===== config.mk =====
export PLATFORM = sky130hd
export DESIGN_NAME = updown_bounded_counter
export DESIGN_NICKNAME = d
export VERILOG_FILES = /design/src/rtl/updown_bounded_counter.sv
export SDC_FILE = /design/constraint.sdc
export NUM_CORES = 1
export LEC_CHECK = 0
export CAP_MARGIN = 20
export CELL_PAD_IN_SITES_DETAIL_PLACEMENT = 0
export CELL_PAD_IN_SITES_GLOBAL_PLACEMENT = 1
export CORE_AREA = 2 2 83 85
export CTS_BUF_LIST = sky130_fd_sc_hd__clkbuf_8
export DETAILED_ROUTE_END_ITERATION = 8
export DIE_AREA = 0 0 85 87
export GPL_TIMING_DRIVEN = 0
export PLACE_DENSITY_LB_ADDON = 0.1
export SYNTH_ARGS = -nofsm -noshare
export SYNTH_HDL_FRONTEND = slang
export SYNTH_SLANG_ARGS = --single-unit
export TNS_END_PERCENT = 20

===== constraint.sdc =====
create_clock -name clk -period 13.1 [get_ports clk]
set_input_delay 2.62 -clock clk [delete_from_list [all_inputs] [get_ports clk]]
set_output_delay 2.62 -clock clk [all_outputs]
set_load 0.02 [all_outputs]

===== src/rtl/updown_bounded_counter.sv =====
// updown_bounded_counter
//   Up/down counter running over a programmable [lo, hi] range with a
//   programmable step, wrap or saturate behaviour at the bounds, load,
//   preset-to-bound, an en-qualified prescaler and bound-crossing flags.
//
// Ports
//   clk        rising-edge clock
//   rst_n      synchronous active-low reset
//   en         count enable, advances the prescaler
//   inc_dec    1 = count up, 0 = count down
//   mode       0 = wrap to the opposite bound, 1 = saturate at the bound
//   step       unsigned step magnitude
//   lo, hi     inclusive lower / upper bounds
//   ld, ld_val load ld_val into the counter
//   rst_min    preset counter to lo (wins over rst_max)
//   rst_max    preset counter to hi
//   clr_flags  clear sticky ovf / unf (a same-cycle crossing wins)
//   val        registered counter value
//   at_min     val == lo
//   at_max     val == hi
//   tc         one-cycle pulse after a step that crossed a bound
//   ovf, unf   sticky up / down crossing flags
//   cfg_err    lo > hi; count steps are suppressed while set
module updown_bounded_counter #(
  parameter int WIDTH    = 8,
  parameter int STEP_W   = 4,
  parameter int PRESCALE = 1
) (
  input  logic              clk,
  input  logic              rst_n,
  input  logic              en,
  input  logic              inc_dec,
  input  logic              mode,
  input  logic [STEP_W-1:0] step,
  input  logic [WIDTH-1:0]  lo,
  input  logic [WIDTH-1:0]  hi,
  input  logic              ld,
  input  logic [WIDTH-1:0]  ld_val,
  input  logic              rst_min,
  input  logic              rst_max,
  input  logic              clr_flags,
  output logic [WIDTH-1:0]  val,
  output logic              at_min,
  output logic              at_max,
  output logic              tc,
  output logic              ovf,
  output logic              unf,
  output logic              cfg_err
);

  localparam int PS_W = (PRESCALE > 1) ? $clog2(PRESCALE) : 1;
  localparam logic [PS_W-1:0] PS_LAST = PS_W'(PRESCALE - 1);

  logic [WIDTH-1:0] val_q, val_d;
  logic [PS_W-1:0]  pre_q, pre_d;
  logic             tc_q, tc_d;
  logic             ovf_q, ovf_d;
  logic             unf_q, unf_d;
  logic             fire;
  logic             up_x, dn_x;

  // Step magnitude zero-extended to the WIDTH+1 arithmetic width.
  function automatic logic [WIDTH:0] ext_step(input logic [STEP_W-1:0] stp);
    logic [WIDTH:0] r;
    r = '0;
    r[STEP_W-1:0] = stp;
    return r;
  endfunction

  // Up step: returns {crossed, next value}. The sum is kept at WIDTH+1 bits
  // so a carry out of WIDTH still counts as passing hi.
  function automatic logic [WIDTH:0] step_up(
    input logic [WIDTH-1:0]  cur,
    input logic [STEP_W-1:0] stp,
    input logic [WIDTH-1:0]  lo_b,
    input logic [WIDTH-1:0]  hi_b,
    input logic              sat
  );
    logic [WIDTH:0] sum;
    sum = {1'b0, cur} + ext_step(stp);
    if (sum > {1'b0, hi_b}) return {1'b1, (sat ? hi_b : lo_b)};
    return {1'b0, sum[WIDTH-1:0]};
  endfunction

  // Down step: returns {crossed, next value}. Signed WIDTH+1 difference so a
  // borrow below zero is seen as passing lo.
  function automatic logic [WIDTH:0] step_dn(
    input logic [WIDTH-1:0]  cur,
    input logic [STEP_W-1:0] stp,
    input logic [WIDTH-1:0]  lo_b,
    input logic [WIDTH-1:0]  hi_b,
    input logic              sat
  );
    logic signed [WIDTH:0] diff;
    diff = $signed({1'b0, cur}) - $signed(ext_step(stp));
    if (diff < $signed({1'b0, lo_b})) return {1'b1, (sat ? lo_b : hi_b)};
    return {1'b0, diff[WIDTH-1:0]};
  endfunction

  assign cfg_err = (lo > hi);
  assign fire    = en && (pre_q == PS_LAST);

  always_comb begin
    val_d = val_q;
    pre_d = pre_q;
    up_x  = 1'b0;
    dn_x  = 1'b0;
    if (rst_min) begin
      val_d = lo;
      pre_d = '0;
    end else if (rst_max) begin
      val_d = hi;
      pre_d = '0;
    end else if (ld) begin
      val_d = ld_val;
      pre_d = '0;
    end else if (en) begin
      pre_d = fire ? '0 : pre_q + 1'b1;
      // A zero step never moves or crosses, even from outside the range.
      if (fire && !cfg_err && (step != '0)) begin
        if (inc_dec) {up_x, val_d} = step_up(val_q, step, lo, hi, mode);
        else         {dn_x, val_d} = step_dn(val_q, step, lo, hi, mode);
      end
    end
    tc_d  = up_x | dn_x;
    // Set beats clear when a crossing coincides with clr_flags.
    ovf_d = up_x | (ovf_q & ~clr_flags);
    unf_d = dn_x | (unf_q & ~clr_flags);
  end

  // Register stage
  always_ff @(posedge clk) begin
    if (!rst_n) begin
      val_q <= '0;
      pre_q <= '0;
      tc_q  <= 1'b0;
      ovf_q <= 1'b0;
      unf_q <= 1'b0;
    end else begin
      val_q <= val_d;
      pre_q <= pre_d;
      tc_q  <= tc_d;
      ovf_q <= ovf_d;
      unf_q <= unf_d;
    end
  end

  assign val    = val_q;
  assign tc     = tc_q;
  assign ovf    = ovf_q;
  assign unf    = unf_q;
  assign at_min = (val_q == lo);
  assign at_max = (val_q == hi);

endmodule


==> summary.json <==
{
  "logic_synthesis": {
    "synth.top_cell.area_share_pct": 15.3,
    "yosys_warnings": 0,
    "synthesis.area_sq_mm": 0.00253,
    "synth.cells.most_frequent": "sky130_fd_sc_hd__nand2_1 (39), sky130_fd_sc_hd__ha_1 (31), sky130_fd_sc_hd__inv_1 (28), sky130_fd_sc_hd__xnor2_1 (18), sky130_fd_sc_hd__o21ai_0 (17)",
    "ys_async_sr_fraction_pct": 0,
    "top_count_cell_post_synth": "sky130_fd_sc_hd__nand2_1",
    "synth.top_cells.by_area": "sky130_fd_sc_hd__ha_1 (15%), sky130_fd_sc_hd__dfxtp_1 (9.5%), sky130_fd_sc_hd__xnor2_1 (6.2%)",
    "synth_area_leader": "sky130_fd_sc_hd__ha_1",
    "synthesis.area_per_instance_sq_um": 7.37,
    "synth_cell_type_count": 66,
    "synth_edf_count": 0,
    "postSynthCellCount": 343,
    "synth_sequential_area_ratio_pct": 9.50,
    "ys.flop_type": "sky130_fd_sc_hd__dfxtp_1",
    "synthesis.nets": 413,
    "synth_seq_cells": 12
  },
  "route": {
    "highest_layer": "met4",
    "drt-total-wl_mm": 9.28,
    "detailroute.wirelength.met3_um": 531,
    "wl_per_cell_um": 19.6,
    "drcViolationCount": 0,
    "wl_met2_mm": 4.28,
    "met1Wirelength_mm": 4.28,
    "ant_nets": 0,
    "dr.pass1.iters": 5,
    "via_per_inst": 6.02,
    "initialDrtViolationCount": 252,
    "dr_total_vias": 2849
  },
  "die": {
    "floorplan.die.height_um": 87,
    "die_x_um": 85,
    "design.core.area_sq_mm": 0.00657,
    "initial_utilization_pct": 38.5,
    "rows": 30,
    "boundary_pin_count": 51,
    "die_area_sq_mm": 0.00740
  },
  "sta": {
    "transition_time_at_the_pin_with_the_least_slew_margin_ns": 0.903,
    "timing.final.ws_setup_ns": 5.59,
    "setup_violations": 0,
    "clock-skew-final_ns": 0.00198,
    "final-max-slew-violation-count": 0,
    "final_worst_path_period_need_ns": 7.51,
    "totalNegativeSetupSlack_ns": 0,
    "max_slew_margin_pct": 39.0,
    "timing.fmax_ghz": 0.133,
    "grt_setup_unrepaired": "false",
    "final_min_period_over_clock_period_pct": 57.3,
    "final-hold-violation-count": 0
  },
  "status": {
    "status": "completed"
  },
  "global_route": {
    "vias_in_the_first_global_route": 2712,
    "grt_pass1_wl_mm": 14.4,
    "grt_antenna_before_repair": 0,
    "grt_usage_pct": 25.0,
    "grt-ovfl-total": 0,
    "largest_net_degree_at_the_start_of_global_routing": 11
  },
  "worst_setup_path": {
    "crit_path_end_kind": "output port",
    "critical_path_peak_fanout": 5,
    "worst_ep_arrival_time_ns": 4.89,
    "timing.critical_path.from_type": "primary input",
    "ff2ff_path_depth": 13,
    "worst-setup-path-type": "primary input to output port",
    "crit_required_ns": 10.48
  },
  "finish": {
    "nNetsFinal": 464,
    "layoutNonFillerInstCount": 473,
    "fill_cells": 692,
    "growth_of_design_area_from_synthesis_to_finish_pct": 24.3,
    "ratio_of_cells_with_drive_above_1_in_the_final_layout_pct": 4.83,
    "insertedDiodeCount": 0
  },
  "clock_network": {
    "ctsLongestPathBuffers": 2,
    "numClockSinks": 12,
    "count_of_hold_buffers_inserted_by_post_cts_repair": 0,
    "clock_latency_ns": 0.25,
    "cts-root-buf": "sky130_fd_sc_hd__clkbuf_8",
    "htreeDepth": 1,
    "cts.repair.resized": 0,
    "cts_tree": "built",
    "cts_setup_buffers": 0,
    "cts_inserted_buffers": 3,
    "cts.reportedPaths.clkPinSlew_ns": 0.06
  },
  "hold_path": {
    "timing.hold.worst_path_depth": 2,
    "hold_path_class": "register to register"
  },
  "run": {
    "max_cap_violations": 0
  },
  "pwr": {
    "power_per_cell_area_mw_per_mm2": 79.3,
    "power.ir.vdd_worst_uv": 47.2,
    "power.leakage_nw": 1.31
  },
  "placement": {
    "port-buffer-count": 46,
    "detailed_place_hpwl_mm": 7.50,
    "place.gp.congestion": 0.871,
    "post-place-ws_ns": 5.59,
    "placed_cells": 469
  }
}
cell type report:
class                   count  area (sq um)  area share [%]
plain buffers              17          73.8            2.35
repair buffers             46           460            14.6
flip-flops and latches     12           240            7.64
multi-input cells         284          2100            66.9
well taps                  80           100            3.18
clock buffers               4          55.1            1.75
inverters                  30           113            3.58
worst max-delay path, stage by stage:
cell and delay [ns]:
sky130_fd_sc_hd__clkdlybuf4s50_1 0.61, sky130_fd_sc_hd__inv_1 0.16, sky130_fd_sc_hd__ha_1 0.33, sky130_fd_sc_hd__nor2b_1 0.14, sky130_fd_sc_hd__o21ai_0 0.20, sky130_fd_sc_hd__a21boi_0 0.12, sky130_fd_sc_hd__o21a_1 0.17, sky130_fd_sc_hd__clkdlybuf4s50_1 0.53
path summary, 6_finish.rpt:
| check | start | to | slack (ns) |
|---|---|---|---|
| setup reg to reg | val[2]$_SDFFE_PN0P_ | val[5]$_SDFFE_PN0P_ | 8.70 |
| setup / recovery | hi[1] | cfg_err | 5.59 |
| hold / removal | pre_q$_SDFFE_PP0P_ | pre_q$_SDFFE_PP0P_ | 0.44 |
| hold reg to reg | pre_q$_SDFFE_PP0P_ | pre_q$_SDFFE_PP0P_ | 0.44 |
cell usage in the layout, fill, tap and decap left out, types with 7 or more instances in the layout:
master	n
sky130_fd_sc_hd__clkdlybuf4s50_1	46
sky130_fd_sc_hd__nand2_1	39
sky130_fd_sc_hd__ha_1	31
sky130_fd_sc_hd__inv_1	28
sky130_fd_sc_hd__xnor2_1	18
sky130_fd_sc_hd__o21ai_0	17
sky130_fd_sc_hd__nor2_1	16
sky130_fd_sc_hd__a21oi_1	15
sky130_fd_sc_hd__dfxtp_1	12
sky130_fd_sc_hd__clkbuf_1	9
sky130_fd_sc_hd__o211ai_1	9
sky130_fd_sc_hd__nand4_1	9
sky130_fd_sc_hd__mux2i_1	7
sky130_fd_sc_hd__nor3_1	7
cells by family (layout without fill, tap and decap cells):
| logic type | count (synthesis) | after routing | share of synthesized area (%) |
|---|---|---|---|
| buf+inv | 47 | 97 | 7.37 |
| mux | 11 | 11 | 4.55 |
| xor+xnor | 24 | 24 | 8.31 |
| compound gates | 109 | 109 | 32.2 |
| fa+ha+maj | 33 | 33 | 16.9 |
| simple gates | 107 | 107 | 21.1 |
| flops | 12 | 12 | 9.50 |
power by group:
group          switching (mW)  internal, mW  total (mW)  leakage (nW)
sequential            0.00485        0.0392      0.0441        0.0989
clock                  0.0161        0.0267      0.0428        0.0288
combinational          0.0936        0.0690       0.163          1.18
total                   0.115         0.135       0.249          1.31
routing by layer:
| metal | track usage (%) | vias to the layer above |
|---|---|---|
| li1 | - | 1382 |
| met2 | 41.2 | 98 |
| met4 | 7.22 | 0 |
| met3 | 2.56 | 14 |
| met1 | 34.6 | 1355 |
| met5 | 0 | - |
state kept, by name (all words and copies together), names as in the netlist:
name   flops
val        8
ovf        1
pre_q      1
tc         1
unf        1
metrics by stage:
stage	total power [mW]	hold WS, ns	instance area [sq um]	utilization, %
after floorplan	0.150	0.414	2530	-
after global placement	0.204	0.424	3090	47.0
after detailed placement	0.205	0.436	3090	47.0
after CTS	0.249	0.445	3140	47.9
after global routing	0.268	0.476	3140	47.9
final	0.249	0.439	3140	47.9
No activity file was read; power rests on OpenSTA's default activity.
